### src/rtl/multicycle_ctrl.sv
// Multicycle MIPS control unit: Moore FSM sequencing fetch, decode, execute,
// memory and write-back over a shared ALU, register file and one memory port.
`timescale 1ns/1ps

module multicycle_ctrl #(
  parameter int MEM_WAIT_MAX = 15
) (
  input  logic       clk_i,
  input  logic       rst_i,
  input  logic [5:0] instr_op_i,
  input  logic       mem_ready_i,
  output logic       PCWrite_o,
  output logic       PCWriteCond_o,
  output logic [1:0] branch_type_o,
  output logic       IorD_o,
  output logic       IRWrite_o,
  output logic       MemRead_o,
  output logic       MemWrite_o,
  output logic       MemtoReg_o,
  output logic       RegDst_o,
  output logic       RegWrite_o,
  output logic       ALUSrcA_o,
  output logic [1:0] ALUSrcB_o,
  output logic [2:0] ALU_op_o,
  output logic [1:0] PCSource_o,
  output logic       instr_done_o,
  output logic       err_o,
  output logic [3:0] state_o
);

  localparam logic [3:0] S_FETCH    = 4'd0;
  localparam logic [3:0] S_DECODE   = 4'd1;
  localparam logic [3:0] S_EXEC_R   = 4'd2;
  localparam logic [3:0] S_EXEC_I   = 4'd3;
  localparam logic [3:0] S_MEM_ADDR = 4'd4;
  localparam logic [3:0] S_MEM_RD   = 4'd5;
  localparam logic [3:0] S_MEM_WR   = 4'd6;
  localparam logic [3:0] S_WB_MEM   = 4'd7;
  localparam logic [3:0] S_WB_ALU   = 4'd8;
  localparam logic [3:0] S_BRANCH   = 4'd9;
  localparam logic [3:0] S_ERR      = 4'd10;

  localparam logic [5:0] OP_RTYPE = 6'b000000;
  localparam logic [5:0] OP_ADDI  = 6'b001000;
  localparam logic [5:0] OP_SLTI  = 6'b001010;
  localparam logic [5:0] OP_LW    = 6'b100011;
  localparam logic [5:0] OP_SW    = 6'b101011;
  localparam logic [5:0] OP_BEQ   = 6'b000100;
  localparam logic [5:0] OP_BNE   = 6'b000101;
  localparam logic [5:0] OP_BLTZ  = 6'b000001;
  localparam logic [5:0] OP_BGTZ  = 6'b000111;

  localparam logic [7:0] WAIT_LAST =
    (MEM_WAIT_MAX == 0) ? 8'd0 : 8'(MEM_WAIT_MAX - 1);
  localparam bit TIMEOUT_EN = (MEM_WAIT_MAX != 0);

  logic [3:0] state;
  logic [3:0] state_nxt;
  logic [5:0] op_q;
  logic [7:0] wait_cnt;
  logic       wait_state;
  logic       timeout;

  assign wait_state = (state == S_FETCH) || (state == S_MEM_RD) || (state == S_MEM_WR);
  // A ready on the final allowed cycle wins over the timeout.
  assign timeout    = TIMEOUT_EN && !mem_ready_i && (wait_cnt == WAIT_LAST);

  // NOTE: every combinational block assigns a default first so no path leaves a
  // variable unassigned, which would otherwise infer a latch.
  always_comb begin
    state_nxt = S_ERR;
    case (state)
      S_FETCH: begin
        if (mem_ready_i)  state_nxt = S_DECODE;
        else if (timeout) state_nxt = S_ERR;
        else              state_nxt = S_FETCH;
      end
      S_DECODE: begin
        case (instr_op_i)
          OP_RTYPE:                         state_nxt = S_EXEC_R;
          OP_ADDI, OP_SLTI:                 state_nxt = S_EXEC_I;
          OP_LW, OP_SW:                     state_nxt = S_MEM_ADDR;
          OP_BEQ, OP_BNE, OP_BLTZ, OP_BGTZ: state_nxt = S_BRANCH;
          default:                          state_nxt = S_ERR;
        endcase
      end
      S_EXEC_R:   state_nxt = S_WB_ALU;
      S_EXEC_I:   state_nxt = S_WB_ALU;
      S_MEM_ADDR: state_nxt = (op_q == OP_LW) ? S_MEM_RD : S_MEM_WR;
      S_MEM_RD: begin
        if (mem_ready_i)  state_nxt = S_WB_MEM;
        else if (timeout) state_nxt = S_ERR;
        else              state_nxt = S_MEM_RD;
      end
      S_MEM_WR: begin
        if (mem_ready_i)  state_nxt = S_FETCH;
        else if (timeout) state_nxt = S_ERR;
        else              state_nxt = S_MEM_WR;
      end
      S_WB_MEM: state_nxt = S_FETCH;
      S_WB_ALU: state_nxt = S_FETCH;
      S_BRANCH: state_nxt = S_FETCH;
      S_ERR:    state_nxt = S_ERR;
      default:  state_nxt = S_ERR;
    endcase
  end

  // NOTE: state registers use non-blocking assignments so every flop samples
  // pre-edge values regardless of statement order.
  always_ff @(posedge clk_i) begin
    if (rst_i) begin
      state    <= S_FETCH;
      op_q     <= 6'd0;
      wait_cnt <= 8'd0;
    end else begin
      state <= state_nxt;
      if (state == S_DECODE) op_q <= instr_op_i;
      // Outside a wait, or once ready, the count is clear, so every wait starts at zero.
      if (wait_state && !mem_ready_i) wait_cnt <= wait_cnt + 8'd1;
      else                            wait_cnt <= 8'd0;
    end
  end

  // Moore outputs; only the fetch load strobes and the store's done pulse
  // follow mem_ready_i. Reset forces everything low, even mid-access.
  always_comb begin
    PCWrite_o     = 1'b0;
    PCWriteCond_o = 1'b0;
    branch_type_o = 2'b00;
    IorD_o        = 1'b0;
    IRWrite_o     = 1'b0;
    MemRead_o     = 1'b0;
    MemWrite_o    = 1'b0;
    MemtoReg_o    = 1'b0;
    RegDst_o      = 1'b0;
    RegWrite_o    = 1'b0;
    ALUSrcA_o     = 1'b0;
    ALUSrcB_o     = 2'b00;
    ALU_op_o      = 3'b000;
    PCSource_o    = 2'b00;
    instr_done_o  = 1'b0;
    err_o         = 1'b0;
    state_o       = 4'd0;
    if (!rst_i) begin
      state_o = state;
      case (state)
        S_FETCH: begin
          MemRead_o = 1'b1;
          ALUSrcB_o = 2'b01;
          IRWrite_o = mem_ready_i;
          PCWrite_o = mem_ready_i;
        end
        S_DECODE: begin
          ALUSrcB_o = 2'b11;
        end
        S_EXEC_R: begin
          ALUSrcA_o = 1'b1;
          ALUSrcB_o = 2'b00;
          ALU_op_o  = 3'b100;
        end
        S_EXEC_I: begin
          ALUSrcA_o = 1'b1;
          ALUSrcB_o = 2'b10;
          ALU_op_o  = (op_q == OP_SLTI) ? 3'b010 : 3'b000;
        end
        S_MEM_ADDR: begin
          ALUSrcA_o = 1'b1;
          ALUSrcB_o = 2'b10;
        end
        S_MEM_RD: begin
          MemRead_o = 1'b1;
          IorD_o    = 1'b1;
        end
        S_MEM_WR: begin
          MemWrite_o   = 1'b1;
          IorD_o       = 1'b1;
          instr_done_o = mem_ready_i;
        end
        S_WB_MEM: begin
          RegWrite_o   = 1'b1;
          MemtoReg_o   = 1'b1;
          instr_done_o = 1'b1;
        end
        S_WB_ALU: begin
          RegWrite_o   = 1'b1;
          RegDst_o     = (op_q == OP_RTYPE);
          instr_done_o = 1'b1;
        end
        S_BRANCH: begin
          ALUSrcA_o     = 1'b1;
          ALU_op_o      = 3'b001;
          PCWriteCond_o = 1'b1;
          PCSource_o    = 2'b01;
          instr_done_o  = 1'b1;
          case (op_q)
            OP_BNE:  branch_type_o = 2'b01;
            OP_BLTZ: branch_type_o = 2'b10;
            OP_BGTZ: branch_type_o = 2'b11;
            default: branch_type_o = 2'b00;
          endcase
        end
        default: begin
          err_o = 1'b1;
        end
      endcase
    end
  end

endmodule

### config.mk
export PLATFORM = sky130hd
export DESIGN_NAME = multicycle_ctrl
export DESIGN_NICKNAME = d
export VERILOG_FILES = /design/src/rtl/multicycle_ctrl.sv
export SDC_FILE = /design/constraint.sdc
export NUM_CORES = 1
export LEC_CHECK = 0
export BUFFER_PORTS_ARGS = -buffer_cell sky130_fd_sc_hd__buf_2
export CAP_MARGIN = 10
export CORE_MARGIN = 3
export CORE_UTILIZATION = 35
export CTS_BUF_LIST = sky130_fd_sc_hd__clkbuf_16
export DETAILED_ROUTE_END_ITERATION = 10
export SLEW_MARGIN = 30
export SYNTH_ARGS = -nofsm -noshare
export SYNTH_HDL_FRONTEND = slang
export SYNTH_SLANG_ARGS = --single-unit
### constraint.sdc
create_clock -name clk_i -period 4.1 [get_ports clk_i]
set_input_delay 0.82 -clock clk_i [delete_from_list [all_inputs] [get_ports clk_i]]
set_output_delay 0.82 -clock clk_i [all_outputs]
set_load 0.02 [all_outputs]
==> impl_metrics.py, run 1 <==
metrics = {
    "cts": {
        "cts_tree": "yes",
        "cts_root_buffer": "clkbuf_16",
        "hold_buffers": 0,
        "insertion_delay_ns": 0.25,
        "cts_buffers": 3,
        "clkSlewWorstSetupHoldPaths_ns": 0.05,
        "clock-sinks": 18,
        "cts_htree_levels": 1,
        "postCtsSetupRepairBufs": 0,
        "ctsResizeCount": 0,
        "clk_path_buf_depth": 2,
    },
    "floorplan": {
        "ioPinCount": 34,
        "core_um2": 3470,
        "die_area_um2": 4480,
        "start_util_pct": 37.5,
        "die_height_um": 66.9,
        "die_x_um": 66.9,
        "std_cell_rows": 21,
    },
    "placement": {
        "post-dp-hpwl_mm": 2.11,
        "port_buffers": 32,
        "place_congestion": 0.748,
        "post_dp_cell_area_um2": 1430,
    },
    "detailed_routing": {
        "drt_iter0_markers": 83,
        "vias": 1190,
        "antenna_left": 0,
        "drc": 0,
        "drtPass1Iterations": 4,
        "drt-vias-per-instance": 5.04,
        "wl_mm": 2.94,
        "wire_per_inst_um": 12.4,
    },
    "power_and_ir_drop": {
        "internal_power_mw": 0.360,
        "power_mw": 0.512,
        "power_frac_comb_pct": 20.8,
        "p_leak_nw": 0.621,
        "seq_power_share_pct": 41.0,
        "ir_drop_mv": 0.138,
        "power_switching_mw": 0.152,
        "clockPowerShare_pct": 38.2,
        "pwr_density_cell_nw_per_um2": 341,
        "swShare_pct": 29.7,
    },
    "grt": {
        "grtUsageMet2_pct": 21.2,
        "grt_max_degree": 27,
        "antenna_found_initial": 0,
        "grt_pass1_vias": 1071,
        "grt_util_met3_pct": 3.20,
        "globalRouteMet1Util_pct": 20.8,
        "grt.busiest_layer": "met2",
        "grt.total_usage_pct": 14.4,
        "grt_overflow": 0,
        "grt_pass1_wl_mm": 5.11,
    },
    "finish": {
        "antenna_cells": 0,
        "design_area_um2": 1500,
        "layout-drive-gt1-share_pct": 21.1,
        "area_growth_pct": 15.7,
        "final_nets": 202,
    },
    "yosys": {
        "postSynthAreaPerCell_um2": 7.69,
        "syn_inst": 169,
        "synth.distinct_cells": 47,
        "synth_enable_flop_cells": 0,
        "ys_top_cells_by_count": "nor2_1, dfxtp_1, nand2_1, nor2b_1, o21ai_0",
        "async_flop_share_pct": 0,
        "yosys_warnings": 0,
        "syn_area_um2": 1300,
        "seq_area_frac_synth_pct": 27.7,
        "ys.flop_type": "dfxtp_1",
        "synth_nets": 180,
        "yosysMostFrequentCell": "nor2_1",
        "synth_top_area_share_pct": 27.7,
        "synth_top_cell_by_area": "dfxtp_1",
        "yosys-top-cells-area": "dfxtp_1, nor2_1, mux2i_1, xor2_1, buf_4",
        "ys_ff_latch": 18,
    },
    "setup_path": {
        "crit_family": "flip-flops",
        "path_cells": "nand2b_4, nor3_1, nand4b_1, nor2_1, buf_2",
        "worstPathArrival_ns": 1.93,
        "start_kind": "register",
        "crit_type": "register to output pin",
        "path_max_fanout": 19,
        "cp-end-kind": "output pin",
        "worst-path-buf-inv": 1,
        "cp.required_ns": 3.28,
        "cp_slowest_cell": "dfxtp_1",
        "cp_slowest_stage_delay_ns": 0.81,
    },
    "timing": {
        "fin_crit_sh_pct": 67.2,
        "finalHoldViolCount": 0,
        "clock.fmax_mhz": 363,
        "finalSetupViolations": 0,
        "slew_headroom_pct": 49.0,
        "timing.setup.tns_ns": 0,
        "clock_skew_ns": 0.00164,
        "period_needed_ns": 2.75,
        "tightest_slew_ns": 0.764,
        "drv_slew": 0,
        "rsz0062_at_grt": "no",
    },
    "run_status": {
        "status": "finished, final reports clean",
    },
    "hold_path": {
        "hp-class": "register to register",
    },
    "flow_run": {
        "cap_violations": 0,
    },
}
-- kinds of logic after synthesis --
family,after synthesis,synth area share [%]
buffers and inverters,19,8.28
muxes,7,5.39
other,1,0.288
and+or+nand+nor,88,37.2
AOI/OAI and AO/OA,26,13.8
DFF,18,27.7
adders and majority gates,2,1.92
xor gates and xnor gates,8,5.39
-- cells in the final DEF (no fill, tap or decap), types with 4 or more instances in the layout --
master	synthesis	layout
buf_2	2	32
nor2_1	28	28
dfxtp_1	18	18
nand2_1	12	12
nor2b_1	8	8
o21ai_0	8	8
nor4_1	7	7
mux2i_1	7	7
xor2_1	7	7
nor3_1	6	6
nand2b_1	6	6
inv_1	4	4
-- per-layer routing --
metal	vias up	routed length, um
li1	628	-
met1	536	1520
met2	22	1270
met3	4	126
met4	0	24
met5	-	0
-- cell type report --
cell class	instances	area (um^2)
Clock buffer	3	75.1
Tap cell	46	57.6
Inverter	4	15.0
Multi-Input combinational cell	132	832
Sequential cell	18	360
Timing Repair Buffer	32	160
Clock inverter	1	3.75
Fill cell	370	1960
-- power groups by stage --
stage	combinational, mW	clock (mW)	sequential (mW)
floorplan	0.102	0	0.194
detailed placement	0.107	0	0.213
finish	0.107	0.195	0.210
global placement	0.106	0	0.214
CTS	0.107	0.202	0.210
global route	0.118	0.208	0.213
-- metrics by stage --
stage          util, %  worst slack, ns  std cells  hold WS (ns)
2_1_floorplan        -             1.07        169         0.437
3_5_place_dp      41.1             1.34        232         0.462
3_3_place_gp      41.1             1.43        232         0.458
6_report          43.4             1.35        236         0.467
4_1_cts           43.4             1.30        236         0.474
5_1_grt           43.4             1.03        236         0.503
-- flip-flops by register name (all words and copies together), names as in the netlist --
signal	flops
state	4
op_q	6
wait_cnt	8
-- path summary, 6_finish.rpt --
check        depth (start not counted)        start  slack, ns          endpoint
min reg2reg                          1  wait_cnt[0]       0.47       wait_cnt[0]
min                                  1  wait_cnt[0]       0.47       wait_cnt[0]
max reg2reg                          4     state[0]       2.40          state[1]
max                                  5     state[3]       1.35  branch_type_o[1]
Note: power is estimated with default switching activity, not from simulation.
==> inputs of run 2 (changes only) <==
clock period = 2.2 ns   (was 4.1 ns; I/O delays follow)
==> impl_metrics.py, run 2 (synthesis gave the netlist of run 1 again) <==
metrics = {
    "setup_path": {
        "cp.required_ns": 1.76,
        "worstPathArrival_ns": 1.60,
        "path_cells": "nand2b_4, nor3_2, nand4b_1, nor2_1, buf_2",
        "timing.rr.start": "state[0]",
        "reg2regPathDepth": 5,
        "critPathLaunch": "state[0]",
        "path_max_fanout": 8,
        "cp_slowest_stage_delay_ns": 0.49,
        "timing.rr.end": "state[1]",
        "r2r_setup_slack_ns": 0.70,
        "crit_type": "register to output pin",
        "cp-end-kind": "output pin",
        "start_kind": "register",
        "cp_slowest_cell": "dfxtp_1",
        "worst-path-buf-inv": 1,
        "crit_family": "simple AND/OR/NAND/NOR gates",
    },
    "timing": {
        "rsz0062_at_grt": "no",
        "period_needed_ns": 2.04,
        "fin_crit_sh_pct": 92.8,
        "drv_slew": 0,
        "whs_ns": 0.473,
        "clock.fmax_mhz": 490,
        "finalSetupViolations": 0,
        "finalHoldViolCount": 0,
        "clock_skew_ns": 0.000891,
        "postLayoutSetupSlackWorst_ns": 0.157,
        "timing.setup.tns_ns": 0,
    },
    "detailed_routing": {
        "wl_mm": 3.18,
        "top_layer": "met4",
        "dr_wl_met2_mm": 1.52,
        "wirelength_met1_mm": 1.46,
        "vias": 1271,
        "drt_iter0_markers": 42,
        "drtPass1Iterations": 4,
        "dr_wl_met3_um": 159,
        "drt-vias-per-instance": 5.25,
        "antenna_left": 0,
        "drc": 0,
        "wire_per_inst_um": 13.1,
    },
    "cts": {
        "cts_root_buffer": "clkbuf_16",
        "postCtsSetupRepairBufs": 0,
        "insertion_delay_ns": 0.25,
        "clkSlewWorstSetupHoldPaths_ns": 0.05,
        "cts_tree": "yes",
        "clk_path_buf_depth": 2,
        "clock-sinks": 18,
        "cts_htree_levels": 1,
        "cts_buffers": 3,
        "hold_buffers": 0,
    },
    "power_and_ir_drop": {
        "power_mw": 0.981,
        "pwr_density_cell_nw_per_um2": 628,
        "p_leak_nw": 0.654,
        "ir_drop_mv": 0.483,
    },
    "finish": {
        "final_common_cell": "buf_2",
        "layout_common_cells": "buf_2, nor2_1, dfxtp_1, nand2_1",
        "top_regs": "wait_cnt x8, op_q x6, state x4",
        "fin_util_pct": 45.1,
        "layout-drive-gt1-share_pct": 25.5,
        "regMostFlops": "wait_cnt",
        "antenna_cells": 0,
        "area_growth_pct": 20.2,
        "final_nets": 208,
        "largest_register_ffs": 8,
    },
    "floorplan": {
        "die_area_um2": 4480,
        "start_util_pct": 37.5,
        "ioPinCount": 34,
        "core_um2": 3470,
        "die_x_um": 66.9,
        "std_cell_rows": 21,
        "die_height_um": 66.9,
    },
    "hold_path": {
        "hp-class": "register to register",
        "hp-start": "wait_cnt[0]",
        "hold_path_depth": 1,
        "whs_endpoint": "wait_cnt[0]",
    },
    "placement": {
        "post-dp-hpwl_mm": 2.45,
        "port_buffers": 32,
        "pre_cts_slack_ns": 0.365,
        "place_congestion": 0.810,
    },
    "grt": {
        "grt_pass1_wl_mm": 5.11,
        "antenna_found_initial": 0,
        "grt_pass1_vias": 1157,
        "grt_max_degree": 17,
        "grt_overflow": 0,
        "grt.total_usage_pct": 14.7,
    },
    "flow_run": {
        "cap_violations": 0,
    },
    "run_status": {
        "status": "finished, final reports clean",
    },
}
==> run 2: how the worst max path moves through the flow <==
stage / to / slack, ns / depth (start not counted)
finish: branch_type_o[1] / 0.16 / 5
global route: branch_type_o[1] / 0.0001 / 5
CTS: ALUSrcA_o / 0.11 / 6
detailed placement: branch_type_o[1] / 0.36 / 5
global placement: ALU_op_o[1] / 0.39 / 5
floorplan: PCWrite_o / 0.19 / 4
==> run 2: power breakdown <==
part / switching, mW / total (mW) / internal (mW)
Sequential: 0.0261 / 0.369 / 0.343
Combinational: 0.141 / 0.239 / 0.0985
Clock: 0.130 / 0.372 / 0.242
Total: 0.297 / 0.981 / 0.684
==> run 2: area by class of cell <==
type,count,area (um^2)
Timing Repair Buffer,38,205
Tap cell,46,57.6
Clock buffer,3,75.1
Sequential cell,18,363
Clock inverter,1,3.75
Multi-Input combinational cell,132,843
Inverter,4,15.0
Fill cell,372,1910
==> run 2: repair_timing <==
item	4_1_cts	5_1_grt
gates resized for setup	0	2
hold endpoints to repair	0	0
endpoints found under the setup margin	0	3
==> run 2: metrics by stage <==
step           std cells  cell area, um^2
3_3_place_gp         238             1480
4_1_cts              242             1560
6_report             242             1560
3_5_place_dp         238             1480
2_1_floorplan        169             1310
5_1_grt              242             1560
==> run 2: layer usage <==
metal	GRT usage, %	vias up
met5	0	-
met2	26.0	29
met1	17.4	595
met3	3.37	4
met4	4.81	0
li1	-	643
==> inputs of run 3 (changes only) <==
RECOVER_POWER = 100   (was default)
==> impl_metrics.py, run 3 (synthesis gave the netlist of run 1 again) <==
metrics = {
    "timing": {
        "postLayoutSetupSlackWorst_ns": 0.0972,
        "clock_skew_ns": 0.000968,
        "clock.fmax_mhz": 476,
        "drv_slew": 0,
        "fin_crit_sh_pct": 95.6,
        "slew_headroom_pct": 52.2,
        "finalHoldViolCount": 0,
        "finalSetupViolations": 0,
        "tightest_slew_ns": 0.717,
        "timing.setup.tns_ns": 0,
        "rsz0062_at_grt": "no",
        "period_needed_ns": 2.10,
        "whs_ns": 0.473,
    },
    "finish": {
        "final_common_cell": "nor2_1",
        "top_regs": "wait_cnt x8, op_q x6, state x4",
        "final_cells": 242,
        "layout-drive-gt1-share_pct": 15.3,
        "layout_common_cells": "nor2_1, clkbuf_1, dfxtp_1, nand2_1, buf_2",
        "antenna_cells": 0,
        "final_nets": 208,
        "fillers": 389,
        "area_growth_pct": 17.4,
        "regMostFlops": "wait_cnt",
        "largest_register_ffs": 8,
    },
    "power_and_ir_drop": {
        "ir_drop_mv": 0.483,
        "pwr_density_cell_nw_per_um2": 637,
        "power_mw": 0.972,
        "p_leak_nw": 0.577,
    },
    "floorplan": {
        "std_cell_rows": 21,
        "die_height_um": 66.9,
        "core_um2": 3470,
        "die_area_um2": 4480,
        "die_x_um": 66.9,
        "ioPinCount": 34,
        "start_util_pct": 37.5,
    },
    "detailed_routing": {
        "vias": 1266,
        "wl_mm": 3.19,
        "drt-vias-per-instance": 5.23,
        "drt_iter0_markers": 55,
        "drtPass1Iterations": 4,
        "wire_per_inst_um": 13.2,
        "drc": 0,
        "antenna_left": 0,
    },
    "grt": {
        "grt_max_degree": 17,
        "grt.total_usage_pct": 14.7,
        "grt_overflow": 0,
        "grt_pass1_wl_mm": 5.11,
        "grt_pass1_vias": 1157,
        "antenna_found_initial": 0,
    },
    "setup_path": {
        "crit_family": "buffers and inverters",
        "cp_slowest_cell": "clkbuf_1",
        "worstPathArrival_ns": 1.66,
        "cp-end-kind": "output pin",
        "start_kind": "input pin",
        "path_cells": "clkbuf_1, clkbuf_2, nor2b_1, o21a_1, buf_2",
        "crit_type": "input pin to output pin",
        "cp_slowest_stage_delay_ns": 0.53,
        "path_max_fanout": 16,
        "cp.required_ns": 1.76,
        "worst-path-buf-inv": 3,
    },
    "cts": {
        "cts_tree": "yes",
        "clock-sinks": 18,
        "clk_path_buf_depth": 2,
        "cts_root_buffer": "clkbuf_16",
        "postCtsSetupRepairBufs": 0,
        "cts_htree_levels": 1,
        "insertion_delay_ns": 0.25,
        "cts_buffers": 3,
        "clkSlewWorstSetupHoldPaths_ns": 0.05,
    },
    "placement": {
        "post-dp-hpwl_mm": 2.45,
        "dp.cells": 238,
        "pre_cts_slack_ns": 0.365,
        "port_buffers": 32,
        "place_congestion": 0.810,
    },
    "run_status": {
        "status": "finished, final reports clean",
    },
    "hold_path": {
        "hp-class": "register to register",
    },
    "flow_run": {
        "cap_violations": 0,
    },
}
-- run 3: cell count changes in the layout (fill, tap and decap cells not counted) --
cell | previous run | this run
buf_2 | 32 | 12
buf_4 | 6 | 4
clkbuf_1 | 0 | 20
clkbuf_2 | 0 | 2
nor3_2 | 1 | 2
nor3_4 | 1 | 0
-- run 3: layout make-up --
class,count,area (um^2),area share [%]
tap,46,57.6,3.77
inverter,4,15.0,0.984
multi-input combinational,132,837,54.8
sequential,18,363,23.8
clock inverter,1,3.75,0.246
timing repair buffer,38,175,11.5
clock buffer,3,75.1,4.92
-- run 3: worst register-to-register path, cell delays in order (launching register included) --
cell,delay [ns]
dfxtp_2,0.39
clkbuf_1,0.23
nor3_2,0.65
a32oi_1,0.20
a31oi_1,0.19
-- run 3: what timing repair did --
action | CTS | global route
endpoints found under the hold margin | 0 | 0
gates resized for setup | 0 | 2
hold buffers | 0 | 0
endpoints found under the setup margin | 0 | 3
-- run 3: report_power, final --
group	total (mW)	internal [mW]	switching, mW	leakage (nW)
Clock	0.372	0.242	0.130	0.0385
Combinational	0.230	0.0899	0.140	0.391
Sequential	0.369	0.343	0.0260	0.147
Total	0.972	0.675	0.297	0.577
-- run 3: worst paths after layout --
check                                 start           to  slack, ns  cells after the start
worst max-delay path                  rst_i        err_o        0.1                      5
worst min-delay path            wait_cnt[0]  wait_cnt[0]       0.47                      1
worst max register to register     state[3]     state[1]       0.46                      4
worst min register to register  wait_cnt[0]  wait_cnt[0]       0.47                      1
-- run 3: metrics by stage --
| stage | area (um^2) | utilization, % |
|---|---|---|
| floorplan | 1310 | - |
| global placement | 1480 | 42.7 |
| detailed placement | 1480 | 42.7 |
| CTS | 1560 | 45.0 |
| global route | 1530 | 44.0 |
| finish | 1530 | 44.0 |
-- run 3: layer usage --
metal	GRT usage [%]	part of all wire, %	vias to the layer above
li1	-	-	641
met1	17.4	47	589
met2	26.0	48	32
met3	3.37	4.4	4
met4	4.81	1.2	0
met5	0	0	-
